===== src/rtl/gcd_arbiter.sv =====
// gcd_arbiter: shares one GCD datapath unit between two requesters.
// Round-robin arbitration in IDLE, a one-cycle start to the unit, a wait for
// the rising edge of its done (guarded by a watchdog), then a one-cycle
// response pulse to whichever requester was granted. All outputs are registered.
module gcd_arbiter #(
    parameter int WIDTH   = 32,
    parameter int TIMEOUT = 1024,
    parameter int CNT_W   = 16
) (
    input  logic             clk,
    input  logic             rst,
    input  logic             req0,
    input  logic [WIDTH-1:0] a0,
    input  logic [WIDTH-1:0] b0,
    output logic             gnt0,
    output logic             resp_valid0,
    input  logic             req1,
    input  logic [WIDTH-1:0] a1,
    input  logic [WIDTH-1:0] b1,
    output logic             gnt1,
    output logic             resp_valid1,
    output logic [WIDTH-1:0] resp_result,
    output logic             resp_error,
    output logic             resp_timeout,
    output logic             busy,
    output logic             gcd_start,
    output logic [WIDTH-1:0] gcd_a,
    output logic [WIDTH-1:0] gcd_b,
    input  logic             gcd_done,
    input  logic [WIDTH-1:0] gcd_result,
    input  logic             gcd_error
);

    typedef enum logic [1:0] {
        IDLE  = 2'd0,
        ISSUE = 2'd1,
        WAIT  = 2'd2,
        RESP  = 2'd3
    } state_t;

    state_t             state;
    state_t             state_nx;

    // last: requester granted most recently; owner: requester of the job in flight
    logic               last;
    logic               last_nx;
    logic               owner;
    logic               owner_nx;
    logic [CNT_W-1:0]   cnt;
    logic [CNT_W-1:0]   cnt_nx;
    logic               done_q;

    logic               gnt0_nx;
    logic               gnt1_nx;
    logic               resp_valid0_nx;
    logic               resp_valid1_nx;
    logic [WIDTH-1:0]   resp_result_nx;
    logic               resp_error_nx;
    logic               resp_timeout_nx;
    logic               busy_nx;
    logic               gcd_start_nx;
    logic [WIDTH-1:0]   gcd_a_nx;
    logic [WIDTH-1:0]   gcd_b_nx;

    logic               any_req;
    logic               winner;
    logic               completion;
    logic               timeout_hit;

    // A done level still high from an earlier job has done_q set, so only a
    // fresh rising edge counts as completion.
    assign any_req     = req0 | req1;
    assign winner      = (req0 & req1) ? ~last : req1;
    assign completion  = gcd_done & ~done_q;
    assign timeout_hit = (cnt == CNT_W'(TIMEOUT - 1));

    // Next-state decode for the IDLE -> ISSUE -> WAIT -> RESP sequence
    always_comb begin
        state_nx = state;
        case (state)
            IDLE:    if (any_req) state_nx = ISSUE;
            ISSUE:   state_nx = WAIT;
            WAIT:    if (completion || timeout_hit) state_nx = RESP;
            RESP:    state_nx = IDLE;
            default: state_nx = IDLE;
        endcase
    end

    // Next values of every registered output and of the arbitration/watchdog state
    always_comb begin
        last_nx         = last;
        owner_nx        = owner;
        cnt_nx          = cnt;
        gnt0_nx         = 1'b0;
        gnt1_nx         = 1'b0;
        gcd_start_nx    = 1'b0;
        resp_valid0_nx  = 1'b0;
        resp_valid1_nx  = 1'b0;
        gcd_a_nx        = gcd_a;
        gcd_b_nx        = gcd_b;
        resp_result_nx  = resp_result;
        resp_error_nx   = resp_error;
        resp_timeout_nx = resp_timeout;
        busy_nx         = (state_nx != IDLE);
        case (state)
            IDLE: begin
                if (any_req) begin
                    last_nx      = winner;
                    owner_nx     = winner;
                    gnt0_nx      = ~winner;
                    gnt1_nx      = winner;
                    gcd_start_nx = 1'b1;
                    gcd_a_nx     = winner ? a1 : a0;
                    gcd_b_nx     = winner ? b1 : b0;
                end
            end
            ISSUE: begin
                cnt_nx = '0;
            end
            WAIT: begin
                if (completion) begin
                    resp_result_nx  = gcd_result;
                    resp_error_nx   = gcd_error;
                    resp_timeout_nx = 1'b0;
                    resp_valid0_nx  = ~owner;
                    resp_valid1_nx  = owner;
                end else if (timeout_hit) begin
                    resp_result_nx  = '0;
                    resp_error_nx   = 1'b1;
                    resp_timeout_nx = 1'b1;
                    resp_valid0_nx  = ~owner;
                    resp_valid1_nx  = owner;
                end else begin
                    cnt_nx = cnt + CNT_W'(1);
                end
            end
            default: begin
            end
        endcase
    end

    // State, bookkeeping and output registers; reset discards any job in flight
    always_ff @(posedge clk or posedge rst) begin
        if (rst) begin
            state        <= IDLE;
            last         <= 1'b1;
            owner        <= 1'b0;
            cnt          <= '0;
            done_q       <= 1'b0;
            gnt0         <= 1'b0;
            gnt1         <= 1'b0;
            gcd_start    <= 1'b0;
            resp_valid0  <= 1'b0;
            resp_valid1  <= 1'b0;
            resp_result  <= '0;
            resp_error   <= 1'b0;
            resp_timeout <= 1'b0;
            busy         <= 1'b0;
            gcd_a        <= '0;
            gcd_b        <= '0;
        end else begin
            state        <= state_nx;
            last         <= last_nx;
            owner        <= owner_nx;
            cnt          <= cnt_nx;
            done_q       <= gcd_done;
            gnt0         <= gnt0_nx;
            gnt1         <= gnt1_nx;
            gcd_start    <= gcd_start_nx;
            resp_valid0  <= resp_valid0_nx;
            resp_valid1  <= resp_valid1_nx;
            resp_result  <= resp_result_nx;
            resp_error   <= resp_error_nx;
            resp_timeout <= resp_timeout_nx;
            busy         <= busy_nx;
            gcd_a        <= gcd_a_nx;
            gcd_b        <= gcd_b_nx;
        end
    end

endmodule


===== config.mk =====
export PLATFORM = sky130hd
export DESIGN_NAME = gcd_arbiter
export DESIGN_NICKNAME = d
export VERILOG_FILES = /design/src/rtl/gcd_arbiter.sv
export SDC_FILE = /design/constraint.sdc
export NUM_CORES = 1
export LEC_CHECK = 0
export ABC_AREA = 1
export ABC_CLOCK_PERIOD_IN_PS = 4240
export CAP_MARGIN = 5
export CELL_PAD_IN_SITES_DETAIL_PLACEMENT = 2
export CELL_PAD_IN_SITES_GLOBAL_PLACEMENT = 2
export CORE_AREA = 8 8 248 131
export DETAILED_ROUTE_END_ITERATION = 16
export DIE_AREA = 0 0 256 139
export PLACE_DENSITY = 0.85
export SLEW_MARGIN = 15
export SYNTH_ARGS = -nofsm -noshare
export SYNTH_HDL_FRONTEND = slang
export SYNTH_SLANG_ARGS = --single-unit

===== constraint.sdc =====
create_clock -name clk -period 4.24 [get_ports clk]
set_clock_uncertainty 0.2 [all_clocks]
set_input_delay 0.848 -clock clk [delete_from_list [all_inputs] [get_ports clk]]
set_output_delay 0.848 -clock clk [all_outputs]
set_load 0.01 [all_outputs]

==> parameters.txt <==
Parameter                              Value

Status
  Outcome    completed

Yosys
  Part of the Yosys area used for sequential elements    55.1%
  Number of distinct library cells after synthesis    26
  Count of flip-flops with a built-in enable after synthesis    0
  Yosys warns    0
  Cell type contributing the most total cell area after synthesis    dfrtp_1
  Number of cells produced by synthesis    705
  Synth async-reset ratio    100%
  Count of state elements after synthesis    125
  Top-count cell post-synth    nand2_1
  Post-synthesis cell area    5680 um2
  Most used standard cells in the synthesized netlist    nand2_1 (267), dfrtp_1 (124), o21ai_0 (87)
  Main synth FF type    dfrtp_1
  Cells taking the most area after synthesis    dfrtp_1 (55%), nand2_1 (18%), o21ai_0 (7.7%)
  Total nets after synthesis    875
  Per-instance average area after synthesis    8.05 um2
  Area share of the leading cell type in the synthesized netlist    54.7%

Clock tree
  Num Clock Sinks    125
  Clock slew seen by the registers of the worst setup and hold paths    0.06 ns
  Clock Root Buffer    clkbuf_16
  Count of buffers added by post-CTS timing repair for setup    0
  Number of gates given a new drive strength after cts    0
  Inserted Clock Buffers    17
  TritonCTS clock tree    built
  Buffer depth of the longest clock path    2
  Deepest level of the CTS H-tree    4
  Source-to-sink clock delay at the later pin of the worst-skew pair    0.43 ns
  Count of hold buffers inserted by post-cts repair    0

Drt
  Detailed-route wire length per cell    18.4 um
  Met1 WL    11400 um
  Uppermost layer routed    met4
  Count of vias placed by the detailed router    5772
  Avg Vias per Cell    4.20
  DRC marker count from the first detailed-route iteration    192
  Detail Route Antenna Nets    0
  Met2 wire length    11500 um
  Sum of met3 wire segment lengths after detailed routing    1860 um
  Final routed DRC violation total    0
  Drt total wl    25300 um
  Number of optimization iterations in the first detailed-route pass    4

Power
  Peak VDD IR    0.299 mV
  Switching share of power    36.6%
  Seq pwr share    32.6%
  Reported net switching power    0.00227 W
  Total power density per cell area    664 nW/um2
  Cell Int Power    0.00394 W
  Logic gate share of total power    43.2%
  Clk pwr share    24.1%
  Leakage power    4.13 nW

Timing
  Max transition margin    43.8%
  Slew @ Worst Pin    0.842 ns
  Final total negative setup slack    0 ns
  Setup repair after global routing missed its margin    no
  Final count of negative-setup-slack endpoints    0
  Final critical-path share of the clock period    60.2%
  Clock period minus final worst setup slack    2.55 ns
  Final Hold Viols    0
  Top achievable clock speed    0.392 GHz
  Final Slew Violations    0

GRT
  Leftover overflow at the end of global routing    0
  Pin count of the biggest net entering global routing    126
  Total Routing Usage GR    14.2%
  Initial antenna violation count    0
  Global-route wire length before repair    39600 um
  Number of global-route vias before repair    6621

Layout
  Multi-input gate area    2290 um2
  Area of all sequential standard cells    3130 um2
  Fraction of final layout cells sized beyond drive strength 1    6.97%
  Fillers    3382
  Nets@finish    1134
  Non-filler instance count after layout    1374
  Syn-to-layout area delta    64.8%
  Number of diodes    0

Worst setup path
  Setup slack of the worst register-to-register path    1.77 ns
  Worst Setup Start Kind    input port
  Biggest fanout along the worst timing path    23
  Crit Reg-Reg Endpoint    cnt[11]
  Critical path capture point type    register
  Depth of the most critical reg-to-reg path    11
  Launching point of the worst reg2reg path    cnt[1]
  Category of the critical setup timing path    input port to register
  Arrival time at the worst endpoint    2.72 ns
  CP Data Required Time    4.41 ns

Min path
  Launch point of the worst hold path    owner
  Hold Path End    resp_valid0
  Class of the worst hold path    register to register
  Hold depth    1

Die
  I/O Pins    270
  DIE HEIGHT    139 um
  Width of the chip    256 um
  Core outline area    29300 um2
  Starting density of the core    19.3%
  Area enclosed by the die boundary    35600 um2
  Placement row count    45

Placed design
  Hpwl dp    19000 um
  Number of placed instances, taps included    1344
  Count of input and output buffers    269
  Placer's final routability congestion estimate    0.775

Run
  Number of max-cap violations    0
[sequential cells by signal, indices dropped and copies added, names as in the netlist]
register	count
busy	1
cnt	16
done_q	1
gcd_a	32
gcd_b	32
gcd_start	1
gnt0	1
gnt1	1
last	1
owner	1
resp_error	1
resp_result	32
resp_timeout	1
resp_valid0	1
resp_valid1	1
state	2
[worst max-delay path, stage by stage]
cell	delay (ns)
clkdlybuf4s50_1	0.44
nand2_1	0.09
nand2_1	0.19
inv_1	0.13
nand2_1	0.11
inv_1	0.63
nand2_1	0.14
nand3_1	0.13
[power by group through the flow]
stage          Clock, W  Combinational, W  Sequential (W)
2_1_floorplan         0          0.000922         0.00222
3_3_place_gp          0           0.00267         0.00201
3_5_place_dp          0           0.00276         0.00205
4_1_cts         0.00155           0.00277         0.00204
5_1_grt         0.00160           0.00296         0.00209
6_report        0.00150           0.00269         0.00203
[cells in the final DEF (no fill, tap or decap)]
cell type	instances
buf_4	5
nand2_2	23
clkbuf_16	17
inv_2	3
clkbuf_1	4
clkinv_4	1
o21ai_0	87
clkinv_2	3
xor2_1	2
or2_2	1
nor2_1	74
nand2_1	267
nand4_1	5
nand2_4	3
nand3_1	43
buf_12	1
nor2_2	2
o21bai_1	2
clkdlybuf4s50_1	269
xnor2_1	1
o22ai_1	1
ha_1	4
inv_1	22
nor2_4	2
bufinv_16	3
clkinvlp_4	1
nor3b_1	1
dfstp_2	1
clkbuf_8	2
nand3b_1	1
dfrtp_1	124
[area by class of cell]
type / count / share of cell area [%]
sequential: 125 / 33.4
clock inverter: 7 / 1.22
inverter: 26 / 1.08
clock buffer: 23 / 5.00
tap: 399 / 5.34
timing repair buffer: 275 / 29.4
multi-input combinational: 519 / 24.5
[metal layers]
layer	track usage, %	up-vias
met4	4.80	0
met3	6.03	28
li1	-	2741
met5	0	-
met1	17.4	2833
met2	22.2	170
[kinds of logic (layout without fill, tap and decap cells)]
group | count (synthesis) | after routing | share of synthesized area, %
and+or+nand+nor | 422 | 422 | 30.8
xor gates and xnor gates | 3 | 3 | 0.463
DFF | 125 | 125 | 55.1
adders and majority gates | 4 | 4 | 0.882
buffers and inverters | 61 | 331 | 4.63
AOI/OAI and AO/OA | 90 | 90 | 8.05
[stage by stage]
step	power (W)	worst slack, ns	instance area [um2]	utilization, %	hold WS [ns]
2_1_floorplan	0.00314	1.65	5680	-	0.203
3_3_place_gp	0.00468	1.33	8770	29.9	0.212
3_5_place_dp	0.00481	1.20	8770	29.9	0.247
4_1_cts	0.00636	1.66	9360	31.9	0.257
5_1_grt	0.00665	1.48	9360	31.9	0.271
6_report	0.00621	1.69	9360	31.9	0.262
[worst max path at each step]
stage,endpoint,start,slack (ns)
5_1_grt,gcd_a[15],req0,1.48
2_1_floorplan,busy,rst,1.65
4_1_cts,gcd_a[24],req0,1.66
3_3_place_gp,cnt[10],gcd_done,1.33
6_report,gcd_a[24],req0,1.69
3_5_place_dp,gcd_a[24],req0,1.20
No activity file was read; power rests on OpenSTA's default activity.
==> RTL edit, RTL diff (config.mk and constraints unchanged) <==
`CNT_W`: 16 -> 32.
--- a/src/rtl/gcd_arbiter.sv
+++ b/src/rtl/gcd_arbiter.sv
@@ -7,3 +7,3 @@
     parameter int TIMEOUT = 1024,
-    parameter int CNT_W   = 16
+    parameter int CNT_W   = 32
 ) (
Check against the original RTL: same outputs for any inputs over 10 cycles, from zero or initial values and one cycle with rst high; that may be too few to reach the edited logic, so the function may still have changed.
==> RTL edit against the original RTL <==
- sequential cell count up 16
- total power up 4.8%
- area after synthesis up 23%
- largest power group unchanged
- final area up 14%
- sequential power up 6%
- die area unchanged
- final cell count up 17%
- maximum frequency down 1.5%
- synthesized cell count up 34%
- setup slack worse by 0.040 ns
- largest cell class unchanged
- hold slack about the same
- wire length up 25%
==> RTL edit: results (changes against the original RTL) <==
Met2 routed WL -> 14.2 mm (was 11.5 mm)
Seq/Total Area, Yosys -> 0.505 (was 0.551)
Combinational group share of total power -> 0.429 (was 0.432)
Multi-input combinational area share -> 0.288 (was 0.245)
Clk_buf instances -> 22 (was 23)
Critical R2R Launch -> state[0] (was cnt[1])
DR WL met3 -> 2.03 mm (was 1.86 mm)
Setup slack, reg-to-reg -> 1.65 ns (was 1.77 ns)
Layout Nets -> 1,370 (was 1,134)
Synth Area in Compound Gates -> 0.0646 (was 0.0805)
Xor/xnor share of the synthesized area -> 0.0163 (was 0.00463)
Worst setup path end -> cnt[23] (was gcd_a[24])
GR Util met3 -> 0.0570 (was 0.0603)
Routed WL per cell -> 19.6 um (was 18.4 um)
IR drop worst, VDD -> 0.282 mV (was 0.299 mV)
Leak pwr -> 4.84 nW (was 4.13 nW)
Pin count of the biggest net entering global routing -> 142 (was 126)
Worst Reg2Reg Path Length in Cells -> 8 (was 11)
P_clk -> 0.00156 W (was 0.00150 W)
Max FO, Critical Path -> 33 (was 23)
Initial DRC count -> 311 (was 192)
Comb_multi_in -> 710 (was 519)
First-pass GRT wire length -> 49.4 mm (was 39.6 mm)
Area contributors post-synth -> dfrtp_1 (50%), nand2_1 (21%), nor2_1 (6.8%) (was dfrtp_1 (55%), nand2_1 (18%), o21ai_0 (7.7%))
Met1 Use GR -> 0.235 (was 0.174)
Layout area overhead -> 52.6% (was 64.8%)
Layout non-clock buf frac -> 0.260 (was 0.294)
Status -> complete, no violations (unchanged)
Adder-cell share of the synthesized area -> 0.00716 (was 0.00882)
DR vias -> 7,342 (was 5,772)
Final GP Congestion -> 0.874 (was 0.775)
First-pass detailed-route iteration total -> 5 (was 4)
Fraction of area in registers -> 0.331 (was 0.334)
Number of sequential cells -> 141 (was 125)
GR Layer Usage met2 -> 0.274 (was 0.222)
Non-CTS buffers -> 278 (was 275)
Max-Slew Margin vs Limit -> 0.437 (was 0.438)
RTL edit: changes by cell type after synthesis, moves of 4 or more:
cell and change:
nand2_1 +126, nor2_1 +50, nand3_1 +27, inv_1 +25
nand2_2 -20, dfrtp_1 +16, xor2_1 +9, nand4_1 -5
nor2_2 +4
RTL edit: metrics by stage:
stage	cells	hold slack (ns)	power, W	setup WS, ns
after floorplan	943	0.214	0.00336	1.43
after global placement	1580	0.228	0.00488	1.28
after detailed placement	1580	0.257	0.00503	1.19
after CTS	1612	0.272	0.00665	1.61
after global routing	1612	0.281	0.00694	1.48
final	1612	0.262	0.00651	1.65
RTL edit: worst max-delay path: stages, from the launching register on:
cell and delay, ns:
dfrtp_1 0.38, inv_1 0.11, ha_1 0.39, inv_2 0.34, nand2_1 0.14, buf_4 0.40
nand2_4 0.28, nand2_1 0.15, nand2_1 0.07
